===== src/rtl/spi_frame_collector_pkg.sv =====
// rtl/spi_frame_collector_pkg.sv - shared types and helpers for the SPI frame collector
//
// Holds the de-framing FSM state encoding, the packet flag bit positions and
// the phase-sequencing helper used by the collector top.
package spi_frame_collector_pkg;

  typedef enum logic [2:0] {
    IDLE  = 3'd0,
    CMD   = 3'd1,
    ADDR  = 3'd2,
    DUMMY = 3'd3,
    DATA  = 3'd4,
    DONE  = 3'd5
  } state_e;

  localparam int FLAG_CMD   = 0;
  localparam int FLAG_ADDR  = 1;
  localparam int FLAG_DATA  = 2;
  localparam int FLAG_TRUNC = 3;

  // First phase strictly after 'cur' whose length is non-zero; DONE if none.
  // Lets zero-length phases be skipped in the same cycle.
  function automatic state_e next_phase(input state_e cur,
                                        input logic   cmd_nz,
                                        input logic   addr_nz,
                                        input logic   dummy_nz,
                                        input logic   data_nz);
    state_e nxt;
    nxt = DONE;
    if ((cur < DATA)  && data_nz)  nxt = DATA;
    if ((cur < DUMMY) && dummy_nz) nxt = DUMMY;
    if ((cur < ADDR)  && addr_nz)  nxt = ADDR;
    if ((cur < CMD)   && cmd_nz)   nxt = CMD;
    return nxt;
  endfunction

endpackage


===== src/rtl/spi_in_sync.sv =====
// rtl/spi_in_sync.sv - 2-flop synchroniser with rise/fall edge detect
//
// Ports:
//   clk, rstn  system clock, async active-low reset
//   d          asynchronous input bus (W bits)
//   q          synchronised value
//   rise/fall  one-cycle pulses per bit on a synchronised 0->1 / 1->0 change
//
// All stages reset to 0. For the chip-selects this means a line held low
// through reset never looks like a falling edge, so a frame can only start
// after the bus has been seen idle (all high) following reset.
module spi_in_sync #(
  parameter int W = 1
) (
  input  logic         clk,
  input  logic         rstn,
  input  logic [W-1:0] d,
  output logic [W-1:0] q,
  output logic [W-1:0] rise,
  output logic [W-1:0] fall
);

  logic [W-1:0] meta;
  logic [W-1:0] sync;
  logic [W-1:0] prev;

  always_ff @(posedge clk or negedge rstn) begin
    if (!rstn) begin
      meta <= '0;
      sync <= '0;
      prev <= '0;
    end else begin
      meta <= d;
      sync <= meta;
      prev <= sync;
    end
  end

  assign q    = sync;
  assign rise = sync & ~prev;
  assign fall = ~sync & prev;

endmodule


===== src/rtl/spi_frame_collector.sv =====
// rtl/spi_frame_collector.sv - passive SPI bus monitor that de-frames CS windows into packets
//
// Ports:
//   clk, rstn                 system clock (>= 4x SCLK), async active-low reset
//   spi_sclk_i/csn_i/sdo_i    monitored SPI pins (CPOL=0, active-low CS, lane 0 = MOSI)
//   cfg_*_len_i, cfg_quad_i   phase lengths and quad select, latched at frame start
//   pkt_valid_o/pkt_ready_i   one-deep packet buffer handshake
//   pkt_cmd/addr/data_o       right-justified fields
//   pkt_cs_o, pkt_flag_o      chip-select index, {trunc, data, addr, cmd} seen flags
//   overflow_o, cs_err_o      one-cycle pulses: frame dropped / multiple CS at start
module spi_frame_collector
  import spi_frame_collector_pkg::*;
#(
  parameter int MAX_CMD_W  = 32,
  parameter int MAX_ADDR_W = 32,
  parameter int MAX_DATA_W = 64,
  parameter int NUM_CS     = 4,
  parameter int LANES      = 1
) (
  input  logic                            clk,
  input  logic                            rstn,
  input  logic                            spi_sclk_i,
  input  logic [NUM_CS-1:0]               spi_csn_i,
  input  logic [LANES-1:0]                spi_sdo_i,
  input  logic [$clog2(MAX_CMD_W+1)-1:0]  cfg_cmd_len_i,
  input  logic [$clog2(MAX_ADDR_W+1)-1:0] cfg_addr_len_i,
  input  logic [15:0]                     cfg_dummy_len_i,
  input  logic [$clog2(MAX_DATA_W+1)-1:0] cfg_data_len_i,
  input  logic                            cfg_quad_i,
  output logic                            pkt_valid_o,
  input  logic                            pkt_ready_i,
  output logic [MAX_CMD_W-1:0]            pkt_cmd_o,
  output logic [MAX_ADDR_W-1:0]           pkt_addr_o,
  output logic [MAX_DATA_W-1:0]           pkt_data_o,
  output logic [$clog2(NUM_CS)-1:0]       pkt_cs_o,
  output logic [3:0]                      pkt_flag_o,
  output logic                            overflow_o,
  output logic                            cs_err_o
);

  localparam int CS_W    = $clog2(NUM_CS);
  localparam int CMD_LW  = $clog2(MAX_CMD_W+1);
  localparam int ADDR_LW = $clog2(MAX_ADDR_W+1);
  localparam int DATA_LW = $clog2(MAX_DATA_W+1);

  // Synchronised pins
  logic              sclk_q, sclk_rise, sclk_fall;
  logic [NUM_CS-1:0] csn_q, csn_rise, csn_fall, csn_prev;
  logic [LANES-1:0]  sdo_q, sdo_rise, sdo_fall;
  logic [3:0]        sdo4;
  logic              unused_sync;

  spi_in_sync #(.W(1)) u_sync_sclk (
    .clk(clk), .rstn(rstn), .d(spi_sclk_i), .q(sclk_q), .rise(sclk_rise), .fall(sclk_fall)
  );
  spi_in_sync #(.W(NUM_CS)) u_sync_csn (
    .clk(clk), .rstn(rstn), .d(spi_csn_i), .q(csn_q), .rise(csn_rise), .fall(csn_fall)
  );
  spi_in_sync #(.W(LANES)) u_sync_sdo (
    .clk(clk), .rstn(rstn), .d(spi_sdo_i), .q(sdo_q), .rise(sdo_rise), .fall(sdo_fall)
  );

  assign unused_sync = ^{sclk_q, sclk_fall, sdo_rise, sdo_fall};

  // Zero-extended so single-lane builds share the quad shift path; bit 3 is the MSB lane.
  assign sdo4 = 4'(sdo_q);

  // Previous-cycle CS levels recovered from the edge detector outputs.
  assign csn_prev = csn_q ^ (csn_rise | csn_fall);

  // Frame-start decode
  logic              frame_start, cs_multi, start_ok, start_err;
  logic [NUM_CS-1:0] cs_low;
  logic [CS_W-1:0]   cs_sel;

  assign cs_low      = ~csn_q;
  assign frame_start = (&csn_prev) & ~(&csn_q);
  assign cs_multi    = |(cs_low & (cs_low - NUM_CS'(1)));

  always_comb begin
    cs_sel = '0;
    for (int i = NUM_CS - 1; i >= 0; i--) begin
      if (cs_low[i]) cs_sel = CS_W'(i);
    end
  end

  // Latched frame context
  state_e             state_q, state_n;
  logic [CS_W-1:0]    cs_r;
  logic [CMD_LW-1:0]  cmd_len_r;
  logic [ADDR_LW-1:0] addr_len_r;
  logic [15:0]        dummy_len_r;
  logic [DATA_LW-1:0] data_len_r;
  logic               quad_r;
  logic [16:0]        cnt;
  logic [MAX_CMD_W-1:0]  cmd_sh;
  logic [MAX_ADDR_W-1:0] addr_sh;
  logic [MAX_DATA_W-1:0] data_sh;
  logic [3:0]         flag_r;
  logic               edges_seen;

  // Control decode
  logic        in_phase, cs_up, phase_hit, load, drop;
  logic [16:0] phase_len, cnt_inc;
  logic [2:0]  step;

  assign in_phase  = (state_q == CMD) || (state_q == ADDR) ||
                     (state_q == DUMMY) || (state_q == DATA);
  assign cs_up     = csn_q[cs_r];
  assign start_ok  = (state_q == IDLE) && frame_start && !cs_multi;
  assign start_err = (state_q == IDLE) && frame_start && cs_multi;

  // FSM: state register
  always_ff @(posedge clk or negedge rstn) begin
    if (!rstn) state_q <= IDLE;
    else       state_q <= state_n;
  end

  // FSM: next state
  always_comb begin
    state_n = state_q;
    case (state_q)
      IDLE: begin
        if (start_ok)
          state_n = next_phase(IDLE, |cfg_cmd_len_i, |cfg_addr_len_i,
                               |cfg_dummy_len_i, |cfg_data_len_i);
      end
      CMD, ADDR, DUMMY, DATA: begin
        // A CS release before any SCLK edge is treated as if no frame occurred.
        if (cs_up)
          state_n = edges_seen ? DONE : IDLE;
        else if (sclk_rise && phase_hit)
          state_n = next_phase(state_q, |cmd_len_r, |addr_len_r,
                               |dummy_len_r, |data_len_r);
      end
      DONE:    state_n = IDLE;
      default: state_n = IDLE;
    endcase
  end

  // FSM: outputs / datapath control
  always_comb begin
    phase_len = '0;
    case (state_q)
      CMD:     phase_len = 17'(cmd_len_r);
      ADDR:    phase_len = 17'(addr_len_r);
      DUMMY:   phase_len = 17'(dummy_len_r);
      DATA:    phase_len = 17'(data_len_r);
      default: phase_len = '0;
    endcase
    step      = (quad_r && ((state_q == ADDR) || (state_q == DATA))) ? 3'd4 : 3'd1;
    cnt_inc   = cnt + 17'(step);
    // '>=' rounds quad phases up to whole nibbles.
    phase_hit = cnt_inc >= phase_len;
    load      = (state_q == DONE) && (!pkt_valid_o || pkt_ready_i);
    drop      = (state_q == DONE) && !load;
  end

  // Frame datapath
  always_ff @(posedge clk or negedge rstn) begin
    if (!rstn) begin
      cs_r        <= '0;
      cmd_len_r   <= '0;
      addr_len_r  <= '0;
      dummy_len_r <= '0;
      data_len_r  <= '0;
      quad_r      <= 1'b0;
      cnt         <= '0;
      cmd_sh      <= '0;
      addr_sh     <= '0;
      data_sh     <= '0;
      flag_r      <= '0;
      edges_seen  <= 1'b0;
    end else if (start_ok) begin
      cs_r        <= cs_sel;
      cmd_len_r   <= cfg_cmd_len_i;
      addr_len_r  <= cfg_addr_len_i;
      dummy_len_r <= cfg_dummy_len_i;
      data_len_r  <= cfg_data_len_i;
      quad_r      <= (LANES == 4) && cfg_quad_i;
      cnt         <= '0;
      cmd_sh      <= '0;
      addr_sh     <= '0;
      data_sh     <= '0;
      flag_r      <= '0;
      edges_seen  <= 1'b0;
    end else if (in_phase) begin
      if (cs_up) begin
        flag_r[FLAG_TRUNC] <= 1'b1;
      end else if (sclk_rise) begin
        edges_seen <= 1'b1;
        cnt        <= (state_n != state_q) ? 17'd0 : cnt_inc;
        case (state_q)
          CMD: begin
            cmd_sh           <= {cmd_sh[MAX_CMD_W-2:0], sdo4[0]};
            flag_r[FLAG_CMD] <= 1'b1;
          end
          ADDR: begin
            addr_sh           <= quad_r ? {addr_sh[MAX_ADDR_W-5:0], sdo4}
                                        : {addr_sh[MAX_ADDR_W-2:0], sdo4[0]};
            flag_r[FLAG_ADDR] <= 1'b1;
          end
          DATA: begin
            data_sh           <= quad_r ? {data_sh[MAX_DATA_W-5:0], sdo4}
                                        : {data_sh[MAX_DATA_W-2:0], sdo4[0]};
            flag_r[FLAG_DATA] <= 1'b1;
          end
          default: ;
        endcase
      end
    end
  end

  // One-deep packet buffer and status pulses
  always_ff @(posedge clk or negedge rstn) begin
    if (!rstn) begin
      pkt_valid_o <= 1'b0;
      pkt_cmd_o   <= '0;
      pkt_addr_o  <= '0;
      pkt_data_o  <= '0;
      pkt_cs_o    <= '0;
      pkt_flag_o  <= '0;
      overflow_o  <= 1'b0;
      cs_err_o    <= 1'b0;
    end else begin
      overflow_o <= drop;
      cs_err_o   <= start_err;
      if (load) begin
        pkt_valid_o <= 1'b1;
        pkt_cmd_o   <= cmd_sh;
        pkt_addr_o  <= addr_sh;
        pkt_data_o  <= data_sh;
        pkt_cs_o    <= cs_r;
        pkt_flag_o  <= flag_r;
      end else if (pkt_ready_i) begin
        pkt_valid_o <= 1'b0;
      end
    end
  end

endmodule

===== config.mk =====
export PLATFORM = sky130hd
export DESIGN_NAME = spi_frame_collector
export DESIGN_NICKNAME = d
export VERILOG_FILES = /design/src/rtl/spi_frame_collector_pkg.sv /design/src/rtl/spi_in_sync.sv /design/src/rtl/spi_frame_collector.sv
export SDC_FILE = /design/constraint.sdc
export NUM_CORES = 1
export LEC_CHECK = 0
export CORE_UTILIZATION = 60
export CTS_CLUSTER_DIAMETER = 100
export DETAILED_ROUTE_END_ITERATION = 16
export HOLD_SLACK_MARGIN = 0.02
export PLACE_DENSITY = 0.85
export SLEW_MARGIN = 25
export SYNTH_ARGS = -nofsm -noshare
export SYNTH_HDL_FRONTEND = slang
export SYNTH_SLANG_ARGS = --single-unit

===== constraint.sdc =====
create_clock -name clk -period 5.6 [get_ports clk]
set_input_delay 1.12 -clock clk [delete_from_list [all_inputs] [get_ports clk]]
set_output_delay 1.12 -clock clk [all_outputs]
set_load 0.05 [all_outputs]

# Word-level counts from Yosys, hierarchy flattened
# Cells that the tools add are included.
# Widths: inputs -> output; s select.
[op_classes] n_bitwise=11 mux=54 addsub=2 order_cmp=6 eq_ne=7 n_reduce_logical=42
[op_table] cell="$mux 32" count=10
[op_table] cell="$mux 64" count=5
[op_table] cell="$mux 17" count=5
[op_table] cell="$pmux 16 s4" count=1
[op_table] cell="$mux 3" count=12
[op_table] cell="$reduce_or 16->1" count=2
[op_table] cell="$reduce_or 6->1" count=4
[op_table] cell="$reduce_and 4->1" count=5
[op_table] cell="$add 17x1->17 const B" count=1
[op_table] cell="$ge 17x17->1" count=1
[op_table] cell="$reduce_bool 2->1" count=7
[op_table] cell="$reduce_or 7->1" count=2
[op_table] cell="$mux 1" count=13
[op_table] cell="$and 4x4->4" count=3
[op_table] cell="$logic_and 1x1->1" count=10
[op_table] cell="$mux 2" count=4
[op_table] cell="$mux 4" count=2
[op_table] cell="$not 4->4" count=2
[op_table] cell="$reduce_or 4->1" count=2
[op_table] cell="$eq 3x2->1 const B" count=2
[op_table] cell="$eq 3x3->1 const B" count=2
[op_table] cell="$lt 3x2->1 const B" count=2
[op_table] cell="$pmux 3 s2" count=1
[op_table] cell="$logic_or 1x1->1" count=4
[op_table] cell="other kinds (16)" count=20
[word_totals] reg_bits=344 elab_cells=153 out_inout_bits=137 in_bits=45

# Logic depth before layout (Yosys ltp)
[logic_depth] ltp_word=16 depth_mapped=16

# Hierarchy
# From an unflattened synthesis, not the netlist that was laid out.
[hier_totals] hier_cells=1264 hier_area_um2=14426.3
[by_module_without_submodules] module="spi_frame_collector" area_per_inst_um2=13875.8 n_inst=1 cells_per_inst=1234
[by_module_without_submodules] module="spi_in_sync at u_sync_csn" area_per_inst_um2=370.4 n_inst=1 cells_per_inst=20
[by_module_without_submodules] module="spi_in_sync at u_sync_sclk ..." area_per_inst_um2=90.1 n_inst=2 cells_per_inst=5

# Least setup slack after synthesis
# No wires, ideal clock.
[synth_path] kind="register -> register" from="register cnt[0]" to="register cnt[5]" arrival_ps=3546 slack_ps=1972 synth_period_minus_slack_ps=3628 stages_incl_launch_ff=16 setup_time_ps=82 cell_sequence="dfrtp_1 > ha_1 > nand4_1 > nor2_1 > and4_1 > nand3_1 > xnor2_1 > ha_1 > nand4_1 > nor2_1 > a41oi_1 > nand4_1 > o211ai_1 > a22oi_2 > or4_1 > a31oi_1"
[synth_between] elab_chain_cells=12
[synth_rtl] item="start, declared" line="spi_frame_collector.sv:95" text="logic [16:0] cnt;"
[synth_rtl] item="start signal, assigned" line="spi_frame_collector.sv:192" text="cnt <= (state_n != state_q) ? 17'd0 : cnt_inc;"
[synth_rtl] item="$add 17x1->17 (*)" line="spi_frame_collector.sv:152" text="cnt_inc = cnt + 17'(step);"
[synth_rtl] item="$ge 17x17->1" line="spi_frame_collector.sv:154" text="phase_hit = cnt_inc >= phase_len;"
[synth_rtl] item="$logic_and 1x1->1" line="spi_frame_collector.sv:132" text="else if (sclk_rise && phase_hit)"
[synth_rtl] item="$mux 3" line="spi_frame_collector.sv:132"
[synth_rtl] item="$mux 3" line="spi_frame_collector.sv:130" text="if (cs_up)"
[synth_rtl] item="$pmux 3 s2" line="spi_frame_collector.sv:122" text="case (state_q)"
[synth_rtl] item="$ne 3x3->1" line="spi_frame_collector.sv:192"
[synth_rtl] item="$mux 17 (*)" line="spi_frame_collector.sv:192"
[synth_rtl] item="$mux 17 (*)" line="spi_frame_collector.sv:190" text="end else if (sclk_rise) begin"
[synth_rtl] item="$mux 17 (*)" line="spi_frame_collector.sv:188" text="if (cs_up) begin"
[synth_rtl] item="$mux 17 (*)" line="spi_frame_collector.sv:187" text="end else if (in_phase) begin"
[synth_rtl] item="$mux 17 (*)" line="spi_frame_collector.sv:174" text="end else if (start_ok) begin"
# Mark *: on every way between the ends. The rest lies on a longest branch, timed or not. The select of a mux whose other input is x is not followed.
# A chain may end at the register's enable or synchronous reset.

# Worst setup path after layout
[layout_path] from="register state_q[1]" to="register cnt[6]"
[layout_between] elab_chain_cells=15
[layout_rtl] item="start, declared" line="spi_frame_collector.sv:88" text="state_e state_q, state_n;"
[layout_rtl] item="start signal, assigned" line="spi_frame_collector.sv:116" text="else state_q <= state_n;"
[layout_rtl] item="branches (longest 15 deep; another with $ge 17x17->1)"
# Several ways; the timed one is not identified. The select of a mux whose other input is x is not followed.

==> qor_table.md <==
| Quantity | Reported |
|---|---|
| Register-to-register path setup slack | 0.95 ns |
| Slew Limit Headroom | 28.41% |
| Dominant combinational cell family by area after synthesis | multiplexers |
| Leakage power of the design | 8.069 nW |
| Share of power burned in combinational logic | 9.6% |
| Most frequent cells in the layout | dfrtp_1, nand2_1, clkdlybuf4s50_1 |
| Level count of the clock H-tree | 2 |
| Share of synthesized cell area in and, or, nand and nor gates | 13.34% |
| Vias in the first global route | 10150 |
| Maximum ir drop on the vdd rail | 0.0002584 V |
| Unrepaired setup endpoints after global routing | false |
| Final Non-Filler Cells | 1780 |
| Post-detailed-routing wire length | 31.89 mm |
| Weighted congestion reported at the end of routability-driven placement | 0.8827 |
| Worst EP required | 6.03 ns |
| Total Power | 5.738 mW |
| Max Transition Viols Final | 0 |
| HPWL after detailed placement | 19.54 mm |
| Warning count from the yosys run | 0 |
| Clock tree from TritonCTS | built |
| Total die area | 24870 sq um |
| Setup repair bufs after CTS | 0 |
| Largest buffer count on any clock path | 3 |
| Netlist Area Pre-Place | 14550 sq um |
| Routed via count | 10260 |
| EDFF count, synth | 0 |
| Dominant synthesized flop cell | dfrtp_1 |
| Startpoint types | flip-flop |
| Critical path cell sequence | nor2b_1 -> and2_1 -> a32oi_1 -> ha_1 -> a211oi_1 -> nor2_1 -> o31ai_1 -> nand4_1 -> o211ai_1 -> a22oi_2 -> or4_1 -> a31oi_1 |
| Run status | completed |
| Count of port buffers added during placement | 180 |
| Slowest-stage cell, CP | dfrtp_1 |
| Data arrival time of the critical path | 5.07 ns |
| First-pass GRT wire length | 51.69 mm |
| Sum of negative setup slack | 0 ns |
| Total of endpoints with negative setup slack in the final report | 0 |
| Post-synth cell types | 66 |
| Power share of the clock group | 42.5% |
| Number of storage elements in the synthesis netlist | 344 |
| Switching share of power | 24.71% |
| ANT nets after route | 0 |
| Buffer and inverter count on the worst path | 0 |
| Number of iterations in the first detailed-routing pass | 5 |
| Share of synthesized registers carrying an async set or reset | 100.0% |
| Initial antenna violation count | 0 |
| Final setup skew | 0.02380 ns |
| Ratio of routed vias to standard cells | 5.765 |
| Maximum number of pins on one net before global-route repair | 175 |
| Hold crit path type | reg2reg |
| Proportion of synthesized area in mux cells | 13.95% |
| Sequential share of the synthesized area | 59.18% |
| Worst setup path category | reg2reg |
| Initial Utilization | 61.60% |
| Starting DRC count in detailed routing | 660 |
| Core Box Area | 23610 sq um |
| Hold violation count in the final report | 0 |
| Worst setup EP type | flip-flop |
| Area taken by flip-flops and latches | 8608 sq um |
| Post-layout min period | 4.646 ns |
| Clock transition at path regs | 0.06 ns |
| Post-synthesis average cell area | 11.28 sq um |
| Overall track demand over capacity in global routing | 26.39% |
| Upper clock frequency limit | 0.2153 GHz |
| TritonCTS Buffers | 36 |
| Most frequent standard cell in the layout excluding fill and tap cells | dfrtp_1 |
| Worst path top cell family by delay | simple AND/OR/NAND/NOR gates |
| Crit path largest cell delay | 0.84 ns |
| Clock Sinks | 344 |
| Cell at the root of the clock tree | clkbuf_16 |
| Routed wire per std cell | 17.92 um |
| Final clock period utilization by the worst path | 82.96% |
| Worst-margin pin slew | 1.070 ns |
| Maximum fanout along the worst path | 21 |
| Post-placement setup slack | 1.084 ns |
| Quantity of hold-fixing buffers added after cts | 0 |
| Share of the synthesized netlist area taken by xor and xnor gates | 1.024% |
| Total of cells resized after clock tree synthesis | 0 |
| Adder-cell share of the synthesized area | 1.462% |
| Area of the multi-input gates | 5572 sq um |
| Synthesis-to-finish area growth | 22.25% |
| Final hold slack | 0.3485 ns |
| Floorplan die width | 157.7 um |
| Die Y | 157.7 um |
| Remaining design rule violation count | 0 |
| Post-synthesis compound-gate area fraction | 8.361% |
| Switching power summed over all nets | 1.418 mW |
| FILL cells | 1487 |
| Post-Synthesis Cells | 1289 |
| Share of layout cells above drive strength 1 | 17.55% |
| Placed Cells incl. Taps | 1716 |
| Total gr overflow | 0 |
| Max cap viols | 0 |
| Clock latency on the worst-skew pair | 0.53 ns |
| Final setup slack of the worst path | 0.9543 ns |
| Post-synthesis net count | 1351 |
| Design internal power | 4.320 mW |
| Reg power frac | 48.0% |
| Final layout net count | 1498 |
| I/O pins | 182 |
| Power per cell area | 322.7 nW/um^2 |
| Std-Cell Rows | 56 |
==> layout make-up <==
| cell class | instances | area share, % |
|---|---|---|
| sequential | 344 | 48.41 |
| multi-input combinational | 854 | 31.33 |
| timing repair buffer | 192 | 10.99 |
| clock buffer | 43 | 5.383 |
| tap | 319 | 2.245 |
| clock inverter | 18 | 1.442 |
| inverter | 8 | 0.1689 |
| antenna | 2 | 0.02815 |
==> worst register-to-register path: cells and delay by family, from the launching register on <==
kind	cells	cell delay, ns
AOI/OAI and AO/OA	6	1.51
adders and majority gates	1	0.32
and+or+nand+nor	5	1.89
DFF	1	0.84
==> synth_stat cells, drive strengths merged (6+ instances only) <==
cell,instances,area [sq um]
and2,6,37.54
nor3,9,50.05
xnor2,11,96.34
nor4,16,115.1
a22oi,7,57.55
clkbuf,63,237.7
inv,7,26.28
nand4,11,68.82
ha,17,212.7
nand3,43,215.2
nand2,305,1145
mux2i,8,92.59
and3,6,37.54
o21ai,114,581.8
buf,20,121.4
dfrtp,344,8608
nor2,35,131.4
a31oi,9,56.30
a21oi,8,43.79
o41ai,10,87.58
xor2,6,52.55
a21o,7,52.55
mux2,170,1914
==> power by group through the flow <==
stage | Clock (mW) | Sequential (mW) | Combinational [mW]
3_3_place_gp | 0 | 2.78 | 0.524
3_5_place_dp | 0 | 2.79 | 0.546
5_1_grt | 2.57 | 2.76 | 0.616
2_1_floorplan | 0 | 2.74 | 0.393
6_report | 2.44 | 2.75 | 0.549
4_1_cts | 2.47 | 2.75 | 0.553
==> stage by stage <==
stage          utilization (%)  instance area, sq um
3_3_place_gp             70.02                 16530
2_1_floorplan                -                 14550
6_report                 75.31                 17780
3_5_place_dp             70.03                 16540
5_1_grt                  75.29                 17780
4_1_cts                  75.17                 17750
==> logic make-up (layout without fill, tap and decap cells) <==
| family | count (synthesis) | in the layout |
|---|---|---|
| AND/OR/NAND/NOR | 450 | 450 |
| flip-flops | 344 | 344 |
| AO/OA/AOI/OAI | 191 | 191 |
| multiplexers | 179 | 179 |
| buffers and inverters | 91 | 261 |
| adder cells (fa/ha/maj) | 17 | 17 |
| XOR/XNOR | 17 | 17 |
| other | 0 | 2 |
==> flip-flops by register name (all words and copies together), names as in the netlist, 6 cells and up <==
name and count:
pkt_data_o 64, cnt 17, addr_sh 32, data_len_r 7, dummy_len_r 16, cmd_len_r 6, data_sh 64, pkt_addr_o 32
addr_len_r 6, pkt_cmd_o 32, cmd_sh 32
==> per-layer routing <==
metal	GRT usage [%]	vias to the layer above	wire [um]
met4	9.478	0	964
met5	0	-	0
met3	7.227	75	2259
met1	33.40	5107	13020
li1	-	4775	-
met2	43.68	305	15650
==> path summary, 6_finish.rpt <==
path | from | endpoint | cells past startpoint
max in group asynchronous | rstn | addr_sh[7] | 2
worst min-delay path | u_sync_csn.meta[1] | u_sync_csn.q[1] | 0
min in group asynchronous | rstn | cnt[14] | 1
worst min register to register | u_sync_csn.meta[1] | u_sync_csn.q[1] | 0
worst max register to register | state_q[1] | cnt[6] | 12
worst max-delay path | state_q[1] | cnt[6] | 12
Note: power is estimated with default switching activity, not from simulation.
